<file path="src/rtl/invader_fleet_pkg.sv">
// Shared constants for the invader fleet: formation geometry, playfield bounds,
// FSM state encoding and the hit-index to row helper.
package invader_fleet_pkg;

  localparam int INVADERS_H        = 11;
  localparam int INVADERS_V        = 5;
  localparam int INVADERS_N        = INVADERS_H * INVADERS_V;
  localparam int INVADERS_OFFSET_H = 40;
  localparam int INVADERS_OFFSET_V = 32;
  localparam int SPRITE_W          = 24;
  localparam int SPRITE_H          = 16;
  localparam int START_X           = 64;
  localparam int START_Y           = 48;
  localparam int STEP_X            = 4;
  localparam int STEP_Y            = 16;
  localparam int BOUND_LEFT        = 16;
  localparam int BOUND_RIGHT       = 624;
  localparam int BOUND_BOTTOM      = 416;

  localparam logic [1:0] ST_IDLE    = 2'd0;
  localparam logic [1:0] ST_RUN     = 2'd1;
  localparam logic [1:0] ST_CLEARED = 2'd2;
  localparam logic [1:0] ST_LANDED  = 2'd3;

  // Row of a zero-based invader bit index (0..54).
  function automatic logic [2:0] hit_row(input logic [5:0] bit_idx);
    if (bit_idx < 6'd11)      return 3'd0;
    else if (bit_idx < 6'd22) return 3'd1;
    else if (bit_idx < 6'd33) return 3'd2;
    else if (bit_idx < 6'd44) return 3'd3;
    else                      return 3'd4;
  endfunction

endpackage

</file>
<file path="src/rtl/invader_fleet_extent.sv">
// Combinational extents of the alive mask: leftmost/rightmost occupied column,
// lowest occupied row, and whether anything is alive at all.
module fleet_extent
  import invader_fleet_pkg::*;
(
  input  logic [54:0] i_mask,
  output logic [3:0]  o_lcol,
  output logic [3:0]  o_rcol,
  output logic [2:0]  o_brow,
  output logic        o_any
);

  logic [10:0] w_col_any;
  logic [4:0]  w_row_any;

  always_comb begin
    w_col_any = '0;
    w_row_any = '0;
    for (int unsigned r = 0; r < INVADERS_V; r++) begin
      for (int unsigned c = 0; c < INVADERS_H; c++) begin
        if (i_mask[r*INVADERS_H + c]) begin
          w_col_any[c] = 1'b1;
          w_row_any[r] = 1'b1;
        end
      end
    end

    o_lcol = '0;
    o_rcol = '0;
    o_brow = '0;
    // Ascending scan keeps the last hit for rcol/brow; descending scan gives lcol.
    for (int unsigned c = 0; c < INVADERS_H; c++) begin
      if (w_col_any[c]) o_rcol = 4'(c);
      if (w_col_any[INVADERS_H-1-c]) o_lcol = 4'(INVADERS_H-1-c);
    end
    for (int unsigned r = 0; r < INVADERS_V; r++) begin
      if (w_row_any[r]) o_brow = 3'(r);
    end
    o_any = |i_mask;
  end

endmodule

</file>
<file path="src/rtl/invader_fleet.sv">
// Invader formation controller: alive mask, frame-paced marching, descent on
// edge contact, collision kills and CLEARED/LANDED end states.
module invader_fleet
  import invader_fleet_pkg::*;
(
  input  logic        clk,
  input  logic        rst,
  input  logic        frame,
  input  logic        start,
  input  logic [5:0]  invader_collision,
  output logic [54:0] invaders,
  output logic [9:0]  invaders_x,
  output logic [9:0]  invaders_y,
  output logic        anim,
  output logic        kill,
  output logic [2:0]  kill_row,
  output logic        cleared,
  output logic        landed
);

  logic [1:0]  r_state;
  logic [54:0] r_mask;
  logic [9:0]  r_x;
  logic [9:0]  r_y;
  logic        r_dir_right;
  logic        r_anim;
  logic        r_kill;
  logic [2:0]  r_kill_row;
  logic [5:0]  r_alive;
  logic [3:0]  r_cnt;

  logic [3:0]  w_lcol;
  logic [3:0]  w_rcol;
  logic [2:0]  w_brow;
  logic        w_any;

  fleet_extent u_extent (
    .i_mask (r_mask),
    .o_lcol (w_lcol),
    .o_rcol (w_rcol),
    .o_brow (w_brow),
    .o_any  (w_any)
  );

  logic [5:0]  w_bit;
  logic        w_valid;
  logic [54:0] w_onehot;
  logic        w_hit;
  logic        w_last_kill;
  logic [3:0]  w_period;
  logic        w_step;
  logic [10:0] w_right;
  logic [10:0] w_left;
  logic        w_turn;
  logic [9:0]  w_x_next;
  logic [9:0]  w_y_next;
  logic [10:0] w_bottom;
  logic        w_land;

  assign w_bit       = invader_collision - 6'd1;
  assign w_valid     = (invader_collision != 6'd0) && (invader_collision <= 6'(INVADERS_N));
  assign w_onehot    = {54'd0, 1'b1} << w_bit;
  assign w_hit       = w_valid && |(r_mask & w_onehot);
  assign w_last_kill = w_hit && (r_alive == 6'd1);

  // Extents and period come from the pre-kill mask/count, so a kill and a
  // step in the same cycle see the formation as it was at the frame start.
  assign w_period = 4'd1 + r_alive[5:2];
  assign w_step   = w_any && (r_cnt >= w_period - 4'd1);

  assign w_right  = 11'(r_x) + 11'(w_rcol) * 11'(INVADERS_OFFSET_H) + 11'(SPRITE_W);
  assign w_left   = 11'(r_x) + 11'(w_lcol) * 11'(INVADERS_OFFSET_H);
  assign w_turn   = r_dir_right ? (w_right + 11'(STEP_X) > 11'(BOUND_RIGHT))
                                : (w_left < 11'(BOUND_LEFT + STEP_X));
  assign w_x_next = w_turn ? r_x : (r_dir_right ? r_x + 10'(STEP_X) : r_x - 10'(STEP_X));
  assign w_y_next = w_turn ? r_y + 10'(STEP_Y) : r_y;
  assign w_bottom = 11'(w_y_next) + 11'(w_brow) * 11'(INVADERS_OFFSET_V) + 11'(SPRITE_H);
  assign w_land   = w_bottom >= 11'(BOUND_BOTTOM);

  always_ff @(posedge clk or posedge rst) begin
    if (rst) begin
      r_state     <= ST_IDLE;
      r_mask      <= '0;
      r_x         <= 10'(START_X);
      r_y         <= 10'(START_Y);
      r_dir_right <= 1'b1;
      r_anim      <= 1'b0;
      r_kill      <= 1'b0;
      r_kill_row  <= '0;
      r_alive     <= '0;
      r_cnt       <= '0;
    end else begin
      r_kill <= 1'b0;
      if (start) begin
        r_state     <= ST_RUN;
        r_mask      <= '1;
        r_x         <= 10'(START_X);
        r_y         <= 10'(START_Y);
        r_dir_right <= 1'b1;
        r_anim      <= 1'b0;
        r_alive     <= 6'(INVADERS_N);
        r_cnt       <= '0;
      end else if (r_state == ST_RUN) begin
        if (r_alive == '0) begin
          r_state <= ST_CLEARED;
        end else begin
          if (w_hit) begin
            r_mask     <= r_mask & ~w_onehot;
            r_kill     <= 1'b1;
            r_kill_row <= hit_row(w_bit);
            r_alive    <= r_alive - 6'd1;
          end
          if (frame) begin
            if (w_step) begin
              r_cnt       <= '0;
              r_x         <= w_x_next;
              r_y         <= w_y_next;
              r_dir_right <= r_dir_right ^ w_turn;
              r_anim      <= ~r_anim;
              // A simultaneous last kill leaves RUN for CLEARED instead.
              if (w_land && !w_last_kill) r_state <= ST_LANDED;
            end else begin
              r_cnt <= r_cnt + 4'd1;
            end
          end
        end
      end
    end
  end

  assign invaders   = r_mask;
  assign invaders_x = r_x;
  assign invaders_y = r_y;
  assign anim       = r_anim;
  assign kill       = r_kill;
  assign kill_row   = r_kill_row;
  assign cleared    = (r_state == ST_CLEARED);
  assign landed     = (r_state == ST_LANDED);

endmodule

</file>
<file path="config.mk">
export PLATFORM = sky130hd
export DESIGN_NAME = invader_fleet
export DESIGN_NICKNAME = d
export VERILOG_FILES = /design/src/rtl/invader_fleet_pkg.sv /design/src/rtl/invader_fleet_extent.sv /design/src/rtl/invader_fleet.sv
export SDC_FILE = /design/constraint.sdc
export NUM_CORES = 1
export LEC_CHECK = 0
export ABC_AREA = 1
export BUFFER_PORTS_ARGS = -buffer_cell sky130_fd_sc_hd__buf_2
export CAP_MARGIN = 10
export CORE_ASPECT_RATIO = 0.7
export CORE_MARGIN = 3
export CORE_UTILIZATION = 40
export CTS_CLUSTER_DIAMETER = 100
export DETAILED_ROUTE_END_ITERATION = 6
export PLACE_DENSITY = 0.63
export SLEW_MARGIN = 15
export SYNTH_ARGS = -nofsm -noshare
export SYNTH_HDL_FRONTEND = slang
export SYNTH_SLANG_ARGS = --single-unit
</file>
<file path="constraint.sdc">
create_clock -name clk -period 8.8 [get_ports clk]
set_input_delay 1.76 -clock clk [delete_from_list [all_inputs] [get_ports clk]]
set_output_delay 1.76 -clock clk [all_outputs]
set_load 0.05 [all_outputs]
</file>
Yosys cells after proc, flatten, opt, wreduce, memory -nomap -nowiden
Cells that the tools add are included.
- flip-flop bits (word level): 93
- input bits: 10
- output and inout bits: 82
- logic and storage cells: 247
- add/sub/neg operators: 14
- multiply operators: 2
- magnitude comparators: 9
- equality and inequality tests: 6
- shift operators: 1
- mux-type cells: 175
- bitwise operators: 7
- reduce and logical (&&, ||, !) cells: 23
- operators by type and width (kind ; count):
    2-to-1 mux 55 bit ; 4
    2-to-1 mux 10 bit ; 13
    2-to-1 mux 1 bit ; 116
    AND 55 bit ; 2
    OR reduction 55 bit ; 2
    2-to-1 mux 4 bit ; 19
    NOT 55 bit ; 1
    left shift 1 x 6 -> 55 bit, first input constant ; 1
    2-to-1 mux 3 bit ; 9
    2-to-1 mux 6 bit ; 4
    adder 10 x 10 -> 11 bit ; 2
    adder 11 x 5 -> 11 bit, second input constant ; 2
    2-to-1 mux 2 bit ; 10
    multiplier 4 x 3 -> 7 bit, second input constant ; 2
    less-than comparator 6 bit, second input constant ; 2
    AND reduction 4 bit ; 3
    subtractor 6 x 1 -> 6 bit, second input constant ; 2
    adder 10 x 8 -> 11 bit ; 1
    adder 11 x 3 -> 11 bit, second input constant ; 1
    greater-or-equal comparator 11 x 9 -> 1 bit, second input constant ; 1
    > comparator 11 x 10 -> 1 bit, second input constant ; 1
    less-than comparator 11 x 5 -> 1 bit, second input constant ; 1
    adder 10 x 3 -> 10 bit, second input constant ; 1
    adder 10 x 5 -> 10 bit, second input constant ; 1
    other kinds (22) ; 36

Logic depth before layout (Yosys ltp)
- depth in word-level cells: 32
- mapped depth: 44
- mapped depth without buffers: 44

Cells and area by module
Synthesis repeated with hierarchy kept, for this count alone.
- cell total of the unflattened synthesis: 947
- area, all modules: 6627.6 µm²
- modules (own cells, without submodules) (module ; times used ; cells an instance ; area each (µm²) ; seq. area each (µm²)):
    invader_fleet ; 1 ; 825 ; 5999.5 ; 2182.1
    fleet_extent ; 1 ; 122 ; 628.1 ; 0.0

Least setup slack after synthesis
No wires, ideal clock.
- path type: register to register
- start point: register r_mask[32] (netlist: invaders[32])
- end point: register r_state[1]
- library setup time: 0.117 ns
- arrival time: 5.411 ns
- required time: 8.683 ns
- slack: 3.272 ns
- cell stages (with the launch flop): 41
- buffers on the path: 0
- period minus slack after synthesis: 5.528 ns
- cell sequence: dfrtp_1 nor2_1 inv_1 nor4_1 inv_1 nor2_1 inv_1 nor2_1 ha_1 ha_1 inv_1 fa_1 inv_1 ha_1 ha_1 a21oi_1 nor2_1 nor2_1 (+5 left out) nor2_1 xor2_1 inv_1 ha_1 inv_1 nor2_1 o21ai_0 inv_1 nor2_1 nand2_1 nand2_1 nand2_1 nand3_1 nand2_1 nand2_1 nand2_1 nand2_1 nand2_1
- cells in the longest elaborated chain, start to end: 25
- elaborated cells on any way between the ends: 43
- those cells by class: add/sub (6); mul (2); order compare (3); mux (21); bitwise (1); reduce/logical (10)
- ends and longest elaborated chain (item ; line ; RTL):
    start, declared ; invader_fleet.sv:22 ; logic [54:0] r_mask;
    start signal, assigned ; invader_fleet.sv:108 ; r_mask <= r_mask & ~w_onehot;
    branches (longest 24 deep; another with adder 10 x 10 -> 11 bit) ; - ;
    AND reduction 4 bit (no source line) * ; - ;
    end signal, assigned ; invader_fleet.sv:82 ; r_state <= ST_IDLE;
    end signal, assigned ; invader_fleet.sv:95 ; r_state <= ST_RUN;
    end signal, assigned ; invader_fleet.sv:121 ; if (w_land && !w_last_kill) r_state <= ST_LANDED;
    end, declared ; invader_fleet.sv:21 ; logic [1:0] r_state;
Every way passes the cells marked *.
A chain may end at the register's enable or synchronous reset.

Worst setup path in the final report
- start point: register r_mask[10] (netlist: invaders[10])
- end point: register r_state[1]
- cells in the longest elaborated chain, start to end: 27
- elaborated cells on any way between the ends: 41
- those cells by class: add/sub (6); mul (2); order compare (3); mux (19); bitwise (1); reduce/logical (10)
- ends and longest elaborated chain (item):
    branches (longest 26 deep; another with adder 10 x 10 -> 11 bit)
    AND reduction 4 bit (no source line) *
Marked as above.

==> flow_metrics.tcl <==
set metrics [dict create \
    status "finished clean" \
    rows 38 \
    regToRegSetupSlack_ns 2.53 \
    dieWidth_um 160 \
    layout_common_cells "310 x nand2_1, 130 x nor2_1, 116 x inv_1" \
    clock_latency_ns 0.35 \
    place_inst 1255 \
    hold_buffers 0 \
    hp-class "reg2reg" \
    antenna_found_initial 0 \
    synth_top_area_share_pct 31.1 \
    ys_ff_latch 87 \
    hold_viol 0 \
    synth_edf_count 0 \
    synth_area_leaders "dfrtp_1 31%, nand2_1 17%, ha_1 9.9%" \
    r2r_cells 38 \
    synthArstFlopShare_pct 100 \
    grt_max_degree 79 \
    final.setup.tns_ns 0 \
    drive_gt1_share_pct 12.9 \
    end_kind "register" \
    nFillCells 1669 \
    route.vias.total 6659 \
    port_buffers 85 \
    post-dp-hpwl_um 16400 \
    max_cap_violations 0 \
    detail-route-antenna-nets 0 \
    place.gp.congestion 1.02 \
    relSlewSlack_pct 30.5 \
    p_leak_nw 3.73 \
    yosysTopAreaCell "dfrtp_1" \
    grt_pass1_wl_um 34700 \
    cts_buffer_depth 2 \
    die-area_um2 18300 \
    fin_skew_ns 0.0119 \
    post_synth.cell_area_avg_um2 6.90 \
    fin_crit_sh_pct 71.3 \
    final_area_um2 7550 \
    die_h_um 114 \
    endpoint "r_state[1]" \
    rsz0062_at_grt "false" \
    critPathSlowestCell "nor4_1" \
    rr_endpoint "r_state[1]" \
    dpl_cell_area_um2 7250 \
    cts_tree "yes" \
    syn_area_um2 6670 \
    first_pass_iters 6 \
    critical_path.max_fanout 8 \
    worst_ep_arrival_time_ns 6.51 \
    max_stage_delay_ns 0.54 \
    fin_nets 1115 \
    final_common_cell "nand2_1" \
    grt_pass1_vias 6180 \
    post_cts_resized 0 \
    routed_wl_um 21500 \
    cts-buffers-inserted 9 \
    cp.required_ns 9.04 \
    ioPinCount 92 \
    stdcell_count 1271 \
    grt_overflow 0 \
    clock.fmax_ghz 0.159 \
    path_class "reg2reg" \
    h-tree-depth 3 \
    fin_crit_ns 6.27 \
    whs_ns 0.485 \
    fp.coreArea_um2 15900 \
    initial_core_util_pct 41.9 \
    post_cts_buffers 0 \
    synth_flop_cell "dfrtp_1" \
    reg2reg_from "invaders[10]" \
    drc 0 \
    tightest_slew_ns 1.04 \
    peakVddDrop_mv 0.104 \
    cp-start-kind "register" \
    power_density_nw_per_um2 227 \
    setup_violations 0 \
    wl_per_cell_um 16.9 \
    cts_root_buf "clkbuf_16" \
    power_w 0.00172 \
    crit_start "invaders[10]" \
    cp.buffers_inverters 8 \
    ys_seq_area_share_pct 32.7 \
    diodes 0 \
    synthCells 967 \
    vias_per_cell 5.24 \
    final-max-slew-violation-count 0 \
    cts_sinks 87 \
    syn2layout_area_growth_pct 13.2 \
    synth_cell_types 45 \
    grt_usage_pct 24.1 \
    yosysWarningCount 0 \
    clk_pin_slew_ns 0.07 \
    path_depth 38 \
    first_iter_violations 854 \
    critical-path-top-delay-family "simple AND/OR/NAND/NOR gates" \
]
worst min-delay path: stages, from the launching register on:
cell	delay, ns
dfrtp_1	0.34
nand2_1	0.05
o21ai_0	0.06
sequential cells by signal (all words and copies together) (netlist names):
name,cells
anim,1
invaders,55
invaders_x,8
invaders_y,6
kill,1
kill_row,3
r_alive,6
r_cnt,4
r_dir_right,1
r_state,2
layout make-up:
type                            instances  area [um^2]  share of cell area [%]
Clock inverter                          6         66.3                   0.878
Timing Repair Buffer                   87          440                    5.83
Clock buffer                           10          239                    3.16
Sequential cell                        87         2180                    28.9
Inverter                              124          469                    6.21
Tap cell                              220          275                    3.65
Multi-Input combinational cell        737         3880                    51.4
how the worst min path moves through the flow:
stage / from / to / cells after the start
2_1_floorplan: r_state[1] / r_state[1] / 2
3_3_place_gp: kill_row[2] / kill_row[2] / 2
3_5_place_dp: kill_row[2] / kill_row[2] / 2
4_1_cts: kill_row[2] / kill_row[2] / 2
5_1_grt: anim / anim / 1
6_report: kill_row[2] / kill_row[2] / 2
cell usage after synthesis (10+ instances only):
| cell | instances |
|---|---|
| a21oi_1 | 24 |
| dfrtp_1 | 83 |
| ha_1 | 53 |
| inv_1 | 118 |
| nand2_1 | 310 |
| nand3_1 | 44 |
| nand4_1 | 21 |
| nor2_1 | 130 |
| nor3_1 | 28 |
| nor4_1 | 10 |
| o21ai_0 | 28 |
| xor2_1 | 11 |
where the power goes:
group          internal (W)  switching [W]  leakage (nW)
clock              0.000230       0.000176         0.153
combinational      0.000253       0.000566          2.70
sequential         0.000442      0.0000490         0.873
metrics by stage:
stage               utilization, %  setup slack, ns
floorplan                        -             3.27
global placement              45.5             2.80
detailed placement            45.5             2.63
CTS                           47.4             2.60
global route                  47.4             1.86
finish                        47.4             2.53
cell families after synthesis:
kind of cell / after synthesis / share of synthesized area, %
simple gates: 570 / 36.2
buf+inv: 148 / 9.40
flops: 87 / 32.7
compound gates: 86 / 7.47
fa+ha+maj: 59 / 11.7
xor+xnor: 16 / 2.44
other cells: 1 / 0.0562
routing by layer:
metal | vias to the layer above | track usage [%] | wire (um)
li1 | 3237 | - | -
met1 | 3040 | 36.9 | 10400
met2 | 351 | 32.4 | 8160
met3 | 31 | 7.70 | 2590
met4 | 0 | 6.01 | 366
met5 | - | 0 | 0
(Power assumes the default switching activity.)
